[config.mk]
export PLATFORM = sky130hd
export DESIGN_NAME = wb_stage
export DESIGN_NICKNAME = d
export VERILOG_FILES = /design/src/rtl/wb_stage_pkg.sv /design/src/rtl/wb_stage_cp0.sv /design/src/rtl/wb_stage.sv
export SDC_FILE = /design/constraint.sdc
export NUM_CORES = 1
export LEC_CHECK = 0
export CAP_MARGIN = 20
export CORE_ASPECT_RATIO = 2
export CORE_MARGIN = 2
export CORE_UTILIZATION = 55
export CTS_CLUSTER_DIAMETER = 30
export DETAILED_ROUTE_END_ITERATION = 16
export GPL_TIMING_DRIVEN = 0
export PLACE_DENSITY = 0.85
export SLEW_MARGIN = 20
export SYNTH_ARGS = -nofsm -noshare
export SYNTH_HDL_FRONTEND = slang
export SYNTH_SLANG_ARGS = --single-unit
[constraint.sdc]
create_clock -name clk -period 7.8 [get_ports clk]
set_clock_uncertainty 0.1 [all_clocks]
set_input_delay 1.56 -clock clk [delete_from_list [all_inputs] [get_ports clk]]
set_output_delay 1.56 -clock clk [all_outputs]
set_load 0.01 [all_outputs]
[src/rtl/wb_stage_pkg.sv]
// Shared types and constants for the write-back stage: the mem->wb bus layout,
// CP0 register addresses and the exception codes the stage cares about.
package wb_stage_pkg;

   localparam int MS_TO_WS_BUS_WD = 133;
   localparam int WS_TO_RF_BUS_WD = 41;
   localparam int WS_FWD_BUS_WD   = 41;

   // CP0 addresses are {rd[4:0], sel[2:0]}
   localparam logic [7:0] CR_BADVADDR = 8'h40;
   localparam logic [7:0] CR_COUNT    = 8'h48;
   localparam logic [7:0] CR_COMPARE  = 8'h58;
   localparam logic [7:0] CR_STATUS   = 8'h60;
   localparam logic [7:0] CR_CAUSE    = 8'h68;
   localparam logic [7:0] CR_EPC      = 8'h70;

   localparam logic [4:0] EXC_MOD  = 5'd1;
   localparam logic [4:0] EXC_TLBL = 5'd2;
   localparam logic [4:0] EXC_TLBS = 5'd3;
   localparam logic [4:0] EXC_ADEL = 5'd4;
   localparam logic [4:0] EXC_ADES = 5'd5;

   // First field is the MSB end of ms_to_ws_bus.
   typedef struct packed {
      logic [3:0]  s1_index;
      logic        s1_found;
      logic        tlb_sign;
      logic        tlbp;
      logic        tlbr;
      logic        tlbwi;
      logic [4:0]  excode;
      logic [31:0] badvaddr;
      logic [7:0]  cp0_addr;
      logic        ex;
      logic        bd;
      logic        eret;
      logic        syscall;
      logic        mfc0;
      logic        mtc0;
      logic [3:0]  gr_strb;
      logic [4:0]  dest;
      logic [31:0] result;
      logic [31:0] pc;
   } ms_bus_t;

   function automatic logic loads_badvaddr(input logic [4:0] code);
      return (code == EXC_MOD) || (code == EXC_TLBL) || (code == EXC_TLBS) ||
             (code == EXC_ADEL) || (code == EXC_ADES);
   endfunction

endpackage

[src/rtl/wb_stage_cp0.sv]
// CP0 register subset (BadVAddr, Count, Compare, Status, Cause, EPC) with the
// timer-interrupt logic, exception/ERET bookkeeping and the MFC0 read mux.
module wb_cp0_regs
   import wb_stage_pkg::*;
(
   input  logic        clk,
   input  logic        resetn,
   input  logic        mtc0_we,
   input  logic [7:0]  addr,
   input  logic [31:0] wdata,
   input  logic        ex_commit,
   input  logic [4:0]  ex_code,
   input  logic        ex_bd,
   input  logic [31:0] ex_pc,
   input  logic [31:0] ex_badvaddr,
   input  logic        eret_commit,
   input  logic [5:0]  ext_int_in,
   output logic [31:0] rdata,
   output logic [31:0] epc,
   output logic        int_pending
);

   logic [31:0] badvaddr_q, badvaddr_d, count_q, count_d, compare_q, compare_d;
   logic [31:0] epc_q, epc_d;
   logic [7:0]  im_q, im_d;
   logic        exl_q, exl_d, ie_q, ie_d;
   logic        bd_q, bd_d, ti_q, ti_d, tick_q, tick_d;
   logic [1:0]  ip_sw_q, ip_sw_d;
   logic [5:0]  ip_hw_q, ip_hw_d;
   logic [4:0]  exccode_q, exccode_d;
   logic [7:0]  ip;
   logic [31:0] status, cause;

   assign ip     = {ti_q | ip_hw_q[5], ip_hw_q[4:0], ip_sw_q};
   assign status = {9'b0, 1'b1, 6'b0, im_q, 6'b0, exl_q, ie_q};
   assign cause  = {bd_q, ti_q, 14'b0, ip, 1'b0, exccode_q, 2'b0};

   always_comb begin
      badvaddr_d = badvaddr_q;
      count_d    = count_q;
      compare_d  = compare_q;
      epc_d      = epc_q;
      im_d       = im_q;
      exl_d      = exl_q;
      ie_d       = ie_q;
      bd_d       = bd_q;
      ti_d       = ti_q;
      ip_sw_d    = ip_sw_q;
      ip_hw_d    = ext_int_in;
      exccode_d  = exccode_q;
      tick_d     = ~tick_q;

      if (tick_q) count_d = count_q + 32'd1;
      if (count_q == compare_q) ti_d = 1'b1;

      // MTC0 first so that exception / ERET updates below take precedence.
      if (mtc0_we) begin
         case (addr)
            CR_COUNT:   count_d = wdata;
            CR_COMPARE: begin
               compare_d = wdata;
               ti_d      = 1'b0;
            end
            CR_STATUS: begin
               im_d  = wdata[15:8];
               exl_d = wdata[1];
               ie_d  = wdata[0];
            end
            CR_CAUSE:   ip_sw_d = wdata[9:8];
            CR_EPC:     epc_d   = wdata;
            default:    ;
         endcase
      end

      if (eret_commit) exl_d = 1'b0;

      if (ex_commit) begin
         if (!exl_q) begin
            epc_d = ex_bd ? ex_pc - 32'd4 : ex_pc;
            bd_d  = ex_bd;
         end
         exccode_d = ex_code;
         exl_d     = 1'b1;
         if (loads_badvaddr(ex_code)) badvaddr_d = ex_badvaddr;
      end
   end

   always_ff @(posedge clk or negedge resetn) begin
      if (!resetn) begin
         badvaddr_q <= '0;
         count_q    <= '0;
         compare_q  <= '0;
         epc_q      <= '0;
         im_q       <= '0;
         exl_q      <= 1'b0;
         ie_q       <= 1'b0;
         bd_q       <= 1'b0;
         ti_q       <= 1'b0;
         ip_sw_q    <= '0;
         ip_hw_q    <= '0;
         exccode_q  <= '0;
         tick_q     <= 1'b0;
      end else begin
         badvaddr_q <= badvaddr_d;
         count_q    <= count_d;
         compare_q  <= compare_d;
         epc_q      <= epc_d;
         im_q       <= im_d;
         exl_q      <= exl_d;
         ie_q       <= ie_d;
         bd_q       <= bd_d;
         ti_q       <= ti_d;
         ip_sw_q    <= ip_sw_d;
         ip_hw_q    <= ip_hw_d;
         exccode_q  <= exccode_d;
         tick_q     <= tick_d;
      end
   end

   always_comb begin
      rdata = 32'h0;
      case (addr)
         CR_BADVADDR: rdata = badvaddr_q;
         CR_COUNT:    rdata = count_q;
         CR_COMPARE:  rdata = compare_q;
         CR_STATUS:   rdata = status;
         CR_CAUSE:    rdata = cause;
         CR_EPC:      rdata = epc_q;
         default:     rdata = 32'h0;
      endcase
   end

   assign epc         = epc_q;
   assign int_pending = ie_q & ~exl_q & (|(ip & im_q));

endmodule

[src/rtl/wb_stage.sv]
// Write-back stage: pipeline register, GPR write / forward / debug trace
// generation and the exception/ERET flush toward the front of the pipeline.
module wb_stage
   import wb_stage_pkg::*;
#(
   parameter logic [31:0] EX_ENTRY = 32'hBFC0_0380,
   parameter int          BUS_WD   = MS_TO_WS_BUS_WD
) (
   input  logic                       clk,
   input  logic                       resetn,
   input  logic                       ms_to_ws_valid,
   input  logic [BUS_WD-1:0]          ms_to_ws_bus,
   output logic                       ws_allowin,
   output logic [WS_TO_RF_BUS_WD-1:0] ws_to_rf_bus,
   output logic [WS_FWD_BUS_WD-1:0]   ws_fwd_bus,
   output logic                       ws_ex,
   output logic                       ws_eret,
   output logic [31:0]                ws_flush_pc,
   output logic                       ws_int_pending,
   input  logic [5:0]                 ext_int_in,
   output logic [31:0]                debug_wb_pc,
   output logic [3:0]                 debug_wb_rf_wen,
   output logic [4:0]                 debug_wb_rf_wnum,
   output logic [31:0]                debug_wb_rf_wdata
);

   ms_bus_t     bus_q, bus_d;
   logic        ws_valid_q, ws_valid_d;
   logic        ws_ready_go, mtc0_we;
   logic [3:0]  rf_we;
   logic [31:0] rf_wdata, cp0_rdata, cp0_epc;
   logic        unused_bits;

   // Valid/ready: a word moves from mem to wb when ms_to_ws_valid & ws_allowin
   // at a rising edge; wb never stalls, so ws_allowin is constantly high.
   assign ws_ready_go = 1'b1;
   assign ws_allowin  = ~ws_valid_q | ws_ready_go;

   always_comb begin
      ws_valid_d = ws_allowin ? ms_to_ws_valid : ws_valid_q;
      bus_d      = bus_q;
      if (ms_to_ws_valid && ws_allowin) bus_d = ms_to_ws_bus;
   end

   always_ff @(posedge clk or negedge resetn) begin
      if (!resetn) begin
         ws_valid_q <= 1'b0;
         bus_q      <= '0;
      end else begin
         ws_valid_q <= ws_valid_d;
         bus_q      <= bus_d;
      end
   end

   assign ws_ex       = ws_valid_q & bus_q.ex;
   assign ws_eret     = ws_valid_q & bus_q.eret;
   assign ws_flush_pc = ws_eret ? cp0_epc : EX_ENTRY;
   assign mtc0_we     = ws_valid_q & bus_q.mtc0 & ~bus_q.ex;

   assign rf_we    = {4{ws_valid_q & ~bus_q.ex}} & bus_q.gr_strb;
   assign rf_wdata = bus_q.mfc0 ? cp0_rdata : bus_q.result;

   assign ws_to_rf_bus      = {rf_we, bus_q.dest, rf_wdata};
   assign ws_fwd_bus        = {rf_we, bus_q.dest, rf_wdata};
   assign debug_wb_pc       = bus_q.pc;
   assign debug_wb_rf_wen   = rf_we;
   assign debug_wb_rf_wnum  = bus_q.dest;
   assign debug_wb_rf_wdata = rf_wdata;

   // TLB sideband rides along for a later block; syscall is already folded into ex.
   assign unused_bits = ^{bus_q.s1_index, bus_q.s1_found, bus_q.tlb_sign,
                          bus_q.tlbp, bus_q.tlbr, bus_q.tlbwi, bus_q.syscall};

   wb_cp0_regs u_cp0 (
      .clk         (clk),
      .resetn      (resetn),
      .mtc0_we     (mtc0_we),
      .addr        (bus_q.cp0_addr),
      .wdata       (bus_q.result),
      .ex_commit   (ws_ex),
      .ex_code     (bus_q.excode),
      .ex_bd       (bus_q.bd),
      .ex_pc       (bus_q.pc),
      .ex_badvaddr (bus_q.badvaddr),
      .eret_commit (ws_eret),
      .ext_int_in  (ext_int_in),
      .rdata       (cp0_rdata),
      .epc         (cp0_epc),
      .int_pending (ws_int_pending)
   );

endmodule

==> results of run 1 <==
[critical path, stage by stage, from the launching register on]
cell             delay (ns)
dfrtp_1                0.37
or3_1                  0.38
clkbuf_1               0.26
nor3_2                 0.61
clkbuf_1               0.68
a221oi_1               0.27
o22ai_1                0.40
buf_4                  0.19
clkdlybuf4s50_1        0.52
[cells by family (layout without fill, tap and decap cells)]
kind of cell / after synthesis / in the layout / share of synthesized area [%]
DFF: 278 / 278 / 47.68
buffers and inverters: 233 / 627 / 9.297
xor gates and xnor gates: 91 / 91 / 5.463
adders and majority gates: 2 / 2 / 0.1715
muxes: 241 / 241 / 18.10
other: 1 / 1 / 0.02570
AOI/OAI and AO/OA: 197 / 197 / 9.048
and+or+nand+nor: 284 / 284 / 10.21
[final timing paths]
kind                                                to                  start
setup / recovery                      ws_to_rf_bus[16]  bus_q[80]$_DFFE_PN0P_
hold / removal                   bus_q[69]$_DFFE_PN0P_  bus_q[69]$_DFFE_PN0P_
setup reg to reg           u_cp0.count_q[29]$_DFF_PN0_  bus_q[83]$_DFFE_PN0P_
hold reg to reg                  bus_q[69]$_DFFE_PN0P_  bus_q[69]$_DFFE_PN0P_
max in group asynchronous       bus_q[112]$_DFFE_PN0P_                 resetn
min in group asynchronous   debug_wb_pc[7]$_DFFE_PN0P_                 resetn
[synth_stat cells (13+ instances only)]
cell        n
nand3_1    16
and3_1     24
a22oi_1    30
nand4_1    20
nand2_1    65
a22o_1     13
o22ai_1    24
xor2_1     30
buf_4     126
inv_1      32
mux2i_1    59
xnor2_1    61
a21oi_1    31
clkbuf_1   64
dfrtp_1   278
nor2_1     73
a221oi_1   20
nor4_1     13
nand2b_1   17
o21ai_1    13
o21ai_0    40
mux2_2    174
[power groups by stage]
stage	clock network, mW	logic (mW)	registers, mW
CTS	1.88	1.02	1.99
global placement	0	0.977	2.01
detailed placement	0	1.01	2.02
floorplan	0	0.581	1.84
global route	1.94	1.09	2.01
finish	1.88	1.02	2.01
[metal layers]
layer / vias up / share of wire, %
li1: 5321 / -
met1: 5970 / 32
met2: 649 / 53
met3: 224 / 4.9
met4: 0 / 10
met5: - / 0
[per-stage QoR]
step | std cells | hold WS [ns] | total power [mW] | worst slack [ns]
after global routing | 2065 | 0.4222 | 5.045 | 1.786
after CTS | 2065 | 0.4009 | 4.900 | 2.036
final | 2065 | 0.3961 | 4.908 | 1.911
after global placement | 1992 | 0.3808 | 2.990 | -6.798
after floorplan | 1327 | 0.3659 | 2.416 | 3.757
after detailed placement | 1996 | 0.3880 | 3.027 | 2.613
[flip-flops by register name (all words and copies together), names as in the netlist, 2 cells and up]
register and count:
debug_wb_pc 32, u_cp0.compare_q 32, u_cp0.ip_sw_q 2, bus_q 86
u_cp0.count_q 32, debug_wb_rf_wnum 5, u_cp0.exccode_q 5, u_cp0.badvaddr_q 32
u_cp0.epc 32, u_cp0.im_q 8, u_cp0.ip_hw_q 6
[layout make-up]
class | instances | area, um2
Inverter | 32 | 120.1
Clock inverter | 26 | 341.6
Fill cell | 1790 | 6479
Sequential cell | 278 | 6957
Buffer | 201 | 1236
Timing Repair Buffer | 325 | 3286
Multi-Input combinational cell | 816 | 6287
Tap cell | 344 | 430.4
Clock buffer | 43 | 1033
==> reports/results.tsv, run 1 <==
metric	value	unit
Area growth, synth to finish	34.97	%
status	complete, no violations	
I/O Buffers	321	
CTS Buffer Depth	3	
number of global-route vias before repair	12720	
core area	26170	um2
die width	119.2	um
most frequent cells in the layout	clkdlybuf4s50_1 (320), dfrtp_1 (278), mux2_2 (174), buf_4 (127), nor2_1 (73)	
clk_lat worst skew	0.55	ns
M1 GR Usage	34.79	%
setup TNS	0	ns
clock network power share	38.2	%
area leader, netlist	dfrtp_1	
top cell type's share of synthesized area	47.68	%
diode count	0	
CP endpoint kind	output port	
wire per inst	24.08	um
Yosys reg bits	278	
M3 GR Usage	4.086	%
sequential power share	40.9	%
most common cell after layout, fill and taps aside	clkdlybuf4s50_1	
Max VDD drop	0.0002819	V
Most Used Layer, Global Route	met2	
io pins	333	
TritonCTS clock tree	yes	
ANT nets after route	0	
max cap viols	0	
Final Net Count	1836	
Hold Path Stages	1	
routed wire length	49730	um
post-layout min period	5.889	ns
sequential share of the synthesized area	47.68	%
layout cells sized above 1	22.66	%
Final Cycle Share	75.50	%
Sw Share	30.56	%
RSZ-0062 raised after global routing	false	
Initial Utilization	55.75	%
htree depth	2	
Post-synth EDFFs	0	
syn avg cell area	10.99	um2
cts hold-fix bufs	0	
Int Power	3.408	mW
Hold Vio Cnt, Final	0	
switching power total	1.500	mW
hold crit path type	register to register	
clk sinks	278	
Finished Cell Area	19690	um2
DRC	0	
M2 GR Usage	64.69	%
critical path class	register to output port	
synth warn	0	
DR vias	12160	
Worst Tran Pin Value	1.169	ns
drt initial violations	970	
Rows	84	
Slew headroom	22.05	%
Tot GR Track Use	35.22	%
Syn Nets	1471	
Max Slew Vio Count	0	
first-pass GRT wire length	73200	um
startpoint class of the critical path	register	
setup violators final	0	
Final HPWL DP	37600	um
Post-CTS Setup Bufs	0	
DP Area	18320	um2
Root Buffer	clkbuf_16	
die area	27920	um2
final core occ	75.24	%
Die Height	234.3	um
Fmax	169.8	MHz
CTS Buf Count	38	
mapped cell area	14590	um2
post-DR vias/cell	5.891	
R2R depth	7	
LEAKAGE	8.199	nW
crit path DAT	4.23	ns
gpl congestion	0.9589	
Pwr per Cell Area	249.3	nW/um2
R2R Setup Slk	4.54	ns
First-pass DRT Iterations	6	
Post-Synthesis Cells	1327	
post-synth cell types	61	
top cells by area, synth	dfrtp_1 (48%), mux2_2 (13%), buf_4 (6.5%), mux2i_1 (4.0%), xnor2_1 (3.7%)	
Resize count post-CTS	0	
CP max FO	10	
largest net degree at the start of global routing	99	
combinational power share	20.9	%
Post-synth ARST share	100.0	%
antenna violations before repair	0	
Overflow after GRT	0	
top_reg_cell synth	dfrtp_1	
clock slew at reported path FFs	0.06	ns
CP Data Required Time	6.14	ns
Note: power is estimated with default switching activity, not from simulation.
==> run 2: changes to the inputs <==
--- a/config.mk
+++ b/config.mk
@@ -8,11 +8,11 @@
 export CAP_MARGIN = 20
 export CORE_ASPECT_RATIO = 2
 export CORE_MARGIN = 2
-export CORE_UTILIZATION = 55
+export CORE_UTILIZATION = 46
 export CTS_CLUSTER_DIAMETER = 30
 export DETAILED_ROUTE_END_ITERATION = 16
 export GPL_TIMING_DRIVEN = 0
-export PLACE_DENSITY = 0.85
+export PLACE_DENSITY = 0.76
 export SLEW_MARGIN = 20
 export SYNTH_ARGS = -nofsm -noshare
 export SYNTH_HDL_FRONTEND = slang
==> constraint.sdc (replaced) <==
create_clock -name clk -period 5.2 [get_ports clk]
set_clock_uncertainty 0.1 [all_clocks]
set_input_delay 1.04 -clock clk [delete_from_list [all_inputs] [get_ports clk]]
set_output_delay 1.04 -clock clk [all_outputs]
set_load 0.01 [all_outputs]
==> reports/results.tsv, run 2 (synthesis gave the netlist of run 1 again) <==
metric	value	unit
status	complete, no violations	
number of global-route vias before repair	12910	
CP cell instances	or3_1, clkbuf_1, nor3_4, buf_1, a221oi_1, o22ai_1, buf_4, clkdlybuf4s50_1	
core area	31430	um2
post-DR vias/cell	5.609	
cts hold-fix bufs	0	
Slew headroom	27.76	%
pre-CTS setup slack	0.5289	ns
Root Buffer	clkbuf_16	
Area growth, synth to finish	35.63	%
Int Power	5.058	mW
max reg flops	86	
combinational power share	20.9	%
crit path DAT	3.85	ns
setup violators final	0	
clock network power share	37.8	%
io pins	333	
CP endpoint kind	output port	
clock slew at reported path FFs	0.06	ns
ANT nets after route	0	
Worst Tran Pin Value	1.074	ns
Rows	92	
Die Height	255.9	um
Setup WS post-layout	0.2067	ns
CTS Buffer Depth	3	
htree depth	2	
Initial Utilization	46.42	%
largest net degree at the start of global routing	99	
Tot GR Track Use	30.33	%
clk_lat worst skew	0.54	ns
layout cells sized above 1	23.04	%
DR vias	12040	
Pwr per Cell Area	368.9	nW/um2
die width	129.9	um
Tot Pwr	7.300	mW
most common cell after layout, fill and taps aside	clkdlybuf4s50_1	
CTS Buf Count	39	
drt initial violations	923	
Critical Path Max Stage Delay	0.53	ns
RSZ-0062 raised after global routing	false	
Final Net Count	1837	
CP max stage cell	buf_1	
max cap viols	0	
Overflow after GRT	0	
Hold Vio Cnt, Final	0	
WP buf/inv	4	
CP max FO	10	
die area	33240	um2
Sw Share	30.71	%
Final HPWL DP	38630	um
startpoint class of the critical path	register	
first-pass GRT wire length	74990	um
I/O Buffers	321	
TritonCTS clock tree	yes	
fillers	2577	
Max VDD drop	0.0002751	V
critical path class	register to output port	
sequential power share	41.4	%
DRC	0	
post-layout min period	4.993	ns
hold crit path type	register to register	
CP top delay family	buffers and inverters	
CP Data Required Time	4.06	ns
clk sinks	278	
wire per inst	23.24	um
First-pass DRT Iterations	8	
most frequent cells in the layout	clkdlybuf4s50_1 (320), dfrtp_1 (278), mux2_2 (174), buf_4 (127), nor2_1 (73)	
Final Cycle Share	96.02	%
Max Slew Vio Count	0	
switching power total	2.242	mW
antenna violations before repair	1	
Post-CTS Setup Bufs	0	
LEAKAGE	8.211	nW
Fmax	200.3	MHz
Top reg by flops	bus_q	
gpl congestion	0.9825	
routed wire length	49890	um
[run 2: cell count changes in the layout (fill, tap and decap cells not counted), sizes merged]
| cell | delta |
|---|---|
| bufinv | -2 |
| clkbuf | +2 |
| clkinv | -2 |
| clkinvlp | +2 |
| buf | +1 |
| diode | +1 |
| inv | +1 |
[run 2: path summary, 6_finish.rpt]
| check | cells after the start | endpoint | startpoint | slack (ns) |
|---|---|---|---|---|
| worst max-delay path | 8 | ws_fwd_bus[30] | bus_q[80]$_DFFE_PN0P_ | 0.21 |
| worst min-delay path | 1 | bus_q[69]$_DFFE_PN0P_ | bus_q[69]$_DFFE_PN0P_ | 0.40 |
| worst max register to register | 7 | u_cp0.count_q[29]$_DFF_PN0_ | bus_q[80]$_DFFE_PN0P_ | 2.02 |
| worst min register to register | 1 | bus_q[69]$_DFFE_PN0P_ | bus_q[69]$_DFFE_PN0P_ | 0.40 |
| max in group asynchronous | 3 | debug_wb_pc[12]$_DFFE_PN0P_ | resetn | 3.19 |
| min in group asynchronous | 1 | u_cp0.badvaddr_q[13]$_DFFE_PN0P_ | resetn | 0.41 |
[run 2: metrics by stage]
| step | setup TNS [ns] | area, um2 | hold slack, ns | utilization [%] | instances |
|---|---|---|---|---|---|
| floorplan | 0 | 14590 | 0.3659 | - | 1327 |
| global placement | -2472.32 | 18330 | 0.3807 | 58.33 | 2071 |
| detailed placement | 0 | 18420 | 0.3877 | 58.60 | 2075 |
| CTS | 0 | 19780 | 0.4003 | 62.93 | 2146 |
| global route | 0 | 19790 | 0.4135 | 62.97 | 2147 |
| finish | 0 | 19790 | 0.3960 | 62.97 | 2147 |
[run 2: layout make-up]
type                            count  area [um2]  area share (%)
Timing Repair Buffer              325        3286           16.60
Buffer                            201        1242           6.279
Multi-Input combinational cell    816        6294           31.81
Tap cell                          423       529.3           2.675
Sequential cell                   278        6957           35.16
Clock buffer                       46        1075           5.432
Clock inverter                     25       282.8           1.429
Inverter                           32       120.1          0.6070
Antenna cell                        1       2.502         0.01265
[run 2: what timing repair did]
| action | 4_1_cts | 5_1_grt |
|---|---|---|
| pin swaps | 0 | 0 |
| setup endpoints to repair | 4 | 7 |
| gates resized for setup | 2 | 8 |
[run 2: power by group through the flow]
stage,clock (mW),sequential [mW],combinational [mW]
3_3_place_gp,0,3.03,1.47
2_1_floorplan,0,2.75,0.871
5_1_grt,2.87,3.03,1.63
3_5_place_dp,0,3.04,1.51
6_report,2.76,3.02,1.52
4_1_cts,2.78,3.00,1.52
[run 2: metal layers]
| layer | GRT usage (%) | share of wire [%] | up-vias |
|---|---|---|---|
| met2 | 54.32 | 53 | 555 |
| met4 | 25.78 | 11 | 0 |
| li1 | - | - | 5338 |
| met3 | 4.034 | 4.5 | 227 |
| met5 | 0 | 0 | - |
| met1 | 29.73 | 32 | 5923 |
==> run 3: changes to the inputs <==
--- a/config.mk
+++ b/config.mk
@@ -7,13 +7,13 @@
 export LEC_CHECK = 0
 export CAP_MARGIN = 20
 export CORE_ASPECT_RATIO = 2
-export CORE_MARGIN = 2
-export CORE_UTILIZATION = 46
+export CORE_UTILIZATION = 47
 export CTS_CLUSTER_DIAMETER = 30
 export DETAILED_ROUTE_END_ITERATION = 16
 export GPL_TIMING_DRIVEN = 0
-export PLACE_DENSITY = 0.76
+export PLACE_DENSITY = 0.77
 export SLEW_MARGIN = 20
 export SYNTH_ARGS = -nofsm -noshare
 export SYNTH_HDL_FRONTEND = slang
+export SYNTH_HIERARCHICAL = 1
 export SYNTH_SLANG_ARGS = --single-unit
==> reports/results.tsv, run 3 <==
metric	value	unit
Post-synth EDFFs	0	
drt initial violations	758	
wire per inst	22.98	um
DP Area	18990	um2
CTS Buf Count	39	
startpoint class of the critical path	register	
DR vias	11720	
sequential power share	39.8	%
LEAKAGE	8.941	nW
Post-synth top cells	dfrtp_1 (278), mux2_2 (187), buf_4 (120), mux2_4 (70), nor2_1 (60)	
clock network power share	38.1	%
Setup crit start	bus_q[81]$_DFFE_PN0P_	
Slew headroom	45.61	%
most common cell after layout, fill and taps aside	clkdlybuf4s50_1	
layout cells sized above 1	30.00	%
Int Power	5.144	mW
I/O Buffers	321	
Critical Path Stages	9	
area leader, netlist	dfrtp_1	
Initial Utilization	47.89	%
crit path DAT	4.00	ns
routed wire length	48610	um
core area	31660	um2
CP max stage cell	clkbuf_1	
Root Buffer	clkbuf_16	
cts hold-fix bufs	0	
Max VDD drop	0.0002933	V
switching power total	2.108	mW
die area	33020	um2
largest net degree at the start of global routing	87	
CP top delay family	buffers and inverters	
CTS Buffer Depth	3	
post-synth cell types	60	
clock slew at reported path FFs	0.06	ns
CP endpoint kind	output port	
max reg flops	86	
Post-synth ARST share	100.0	%
Syn Nets	1439	
DRC	0	
Pwr per Cell Area	356.3	nW/um2
gpl congestion	0.9425	
Worst Tran Pin Value	0.8085	ns
most frequent cell after synthesis	dfrtp_1	
most frequent cell on the critical path	clkbuf_1	
Final Cycle Share	98.80	%
CP max FO	10	
Sw Share	29.07	%
Top reg by flops	bus_q	
post-DR vias/cell	5.540	
critical path class	register to output port	
most frequent cells in the layout	clkdlybuf4s50_1 (320), dfrtp_1 (278), mux2_2 (187), buf_4 (120), mux2_4 (70)	
WP buf/inv	4	
Yosys reg bits	278	
Fmax	194.6	MHz
number of global-route vias before repair	12350	
status	complete, no violations	
Finished Cell Area	20360	um2
First-pass DRT Iterations	7	
R2R depth	6	
Die Height	256.0	um
Overflow after GRT	0	
CP cell instances	nor3b_2, and2_1, clkbuf_1, clkbuf_1, a22oi_1, o21ai_0, mux2_2, buf_4, clkdlybuf4s50_1	
Final HPWL DP	36920	um
clk sinks	278	
Final Net Count	1804	
Critical Path Max Stage Delay	0.60	ns
hold_ws	0.3293	ns
Rows	92	
hold crit path type	input pin to asynchronous set/reset pin	
mapped cell area	15160	um2
clk_lat worst skew	0.54	ns
ANT nets after route	0	
Area growth, synth to finish	34.29	%
combinational power share	22.1	%
register area	6957	um2
io pins	333	
sequential share of the synthesized area	45.89	%
Reg2Reg Capture Point	u_cp0/badvaddr_q[22]$_DFFE_PN0P_	
Tot GR Track Use	29.91	%
syn avg cell area	11.71	um2
Hold Vio Cnt, Final	0	
post-layout min period	5.138	ns
CP Data Required Time	4.06	ns
die width	129.0	um
htree depth	2	
synth warn	6	
RSZ-0062 raised after global routing	false	
first-pass GRT wire length	72720	um
area of the multi-input gates	6855	um2
antenna violations before repair	3	
top cell type's share of synthesized area	45.89	%
Max Slew Vio Count	0	
setup violators final	0	
Post-Synthesis Cells	1295	
TritonCTS clock tree	yes	
top_reg_cell synth	dfrtp_1	
max cap viols	0	
CP endpoint	ws_fwd_bus[19]	
R2R Setup Slk	1.75	ns
worst r2r src	ws_valid_q$_DFF_PN0_	
top cells by area, synth	dfrtp_1 (46%), mux2_2 (14%), mux2_4 (6.9%), buf_4 (5.9%), xor2_1 (2.7%)	
fillers	2563	
[run 3: changes by cell type after synthesis, moves of 18 or more]
cell and change:
mux2_4 +70, inv_1 -25, mux2i_1 -23, clkbuf_1 -33
buf_2 +28, xnor2_1 -19, a221oi_1 -19, nand3b_1 +18
o22ai_1 -24
[run 3: cells by family (layout without fill, tap and decap cells)]
kind of cell / after synthesis / count (layout) / synth area share (%)
compound gates: 157 / 157 / 6.769
xor+xnor: 89 / 89 / 5.142
fa+ha+maj: 2 / 2 / 0.1651
buf+inv: 207 / 602 / 8.923
flops: 278 / 278 / 45.89
mux: 293 / 293 / 23.20
other cells: 1 / 3 / 0.02474
simple gates: 268 / 268 / 9.880
[run 3: repair_timing]
action,in CTS,in global routing
resized for setup,0,1
setup buffers,0,0
setup endpoints to repair,0,5
[run 3: area by class of cell]
cell class                      count  share of cell area, %
Sequential cell                   278                  34.18
Multi-Input combinational cell    810                  33.68
Timing Repair Buffer              324                  16.21
Buffer                            200                  6.515
Clock buffer                       42                  4.948
Tap cell                          423                  2.600
Clock inverter                     29                  1.715
Inverter                            7                 0.1291
Antenna cell                        2                0.02459
[run 3: worst min-delay path by stage]
stage / from / endpoint / slack, ns / cells after the start
detailed placement: bus_q[89]$_DFFE_PN0P_ / bus_q[89]$_DFFE_PN0P_ / 0.39 / 1
CTS: resetn / bus_q[49]$_DFFE_PN0P_ / 0.34 / 1
global route: resetn / bus_q[49]$_DFFE_PN0P_ / 0.35 / 1
floorplan: bus_q[85]$_DFFE_PN0P_ / bus_q[85]$_DFFE_PN0P_ / 0.37 / 1
finish: resetn / bus_q[106]$_DFFE_PN0P_ / 0.33 / 1
global placement: bus_q[72]$_DFFE_PN0P_ / bus_q[72]$_DFFE_PN0P_ / 0.38 / 1
[run 3: layer usage]
metal	global-route usage [%]	part of all wire, %	routed length [um]	up-vias
li1	-	-	-	5242
met1	31.15	34	16410	5833
met2	54.56	54	26300	480
met3	4.390	5.3	2552	161
met4	19.54	6.9	3330	2
met5	0	0.025	12	-
[run 3: power groups by stage]
stage / Clock (mW) / Combinational (mW) / Sequential (mW)
floorplan: 0 / 0.946 / 2.74
global placement: 0 / 1.55 / 2.90
detailed placement: 0 / 1.60 / 2.91
CTS: 2.80 / 1.61 / 2.88
global route: 2.89 / 1.71 / 2.92
finish: 2.76 / 1.61 / 2.88
[run 3: through the flow]
stage	total power [mW]	setup TNS (ns)	std cells	worst slack, ns	util [%]
CTS	7.285	0	2113	0.06687	64.27
detailed placement	4.502	0	2042	0.6607	59.98
global route	7.517	0	2114	0.01313	64.30
finish	7.252	0	2115	0.06229	64.30
floorplan	3.687	0	1295	2.086	-
global placement	4.448	-2487.68	2039	-8.988	59.71
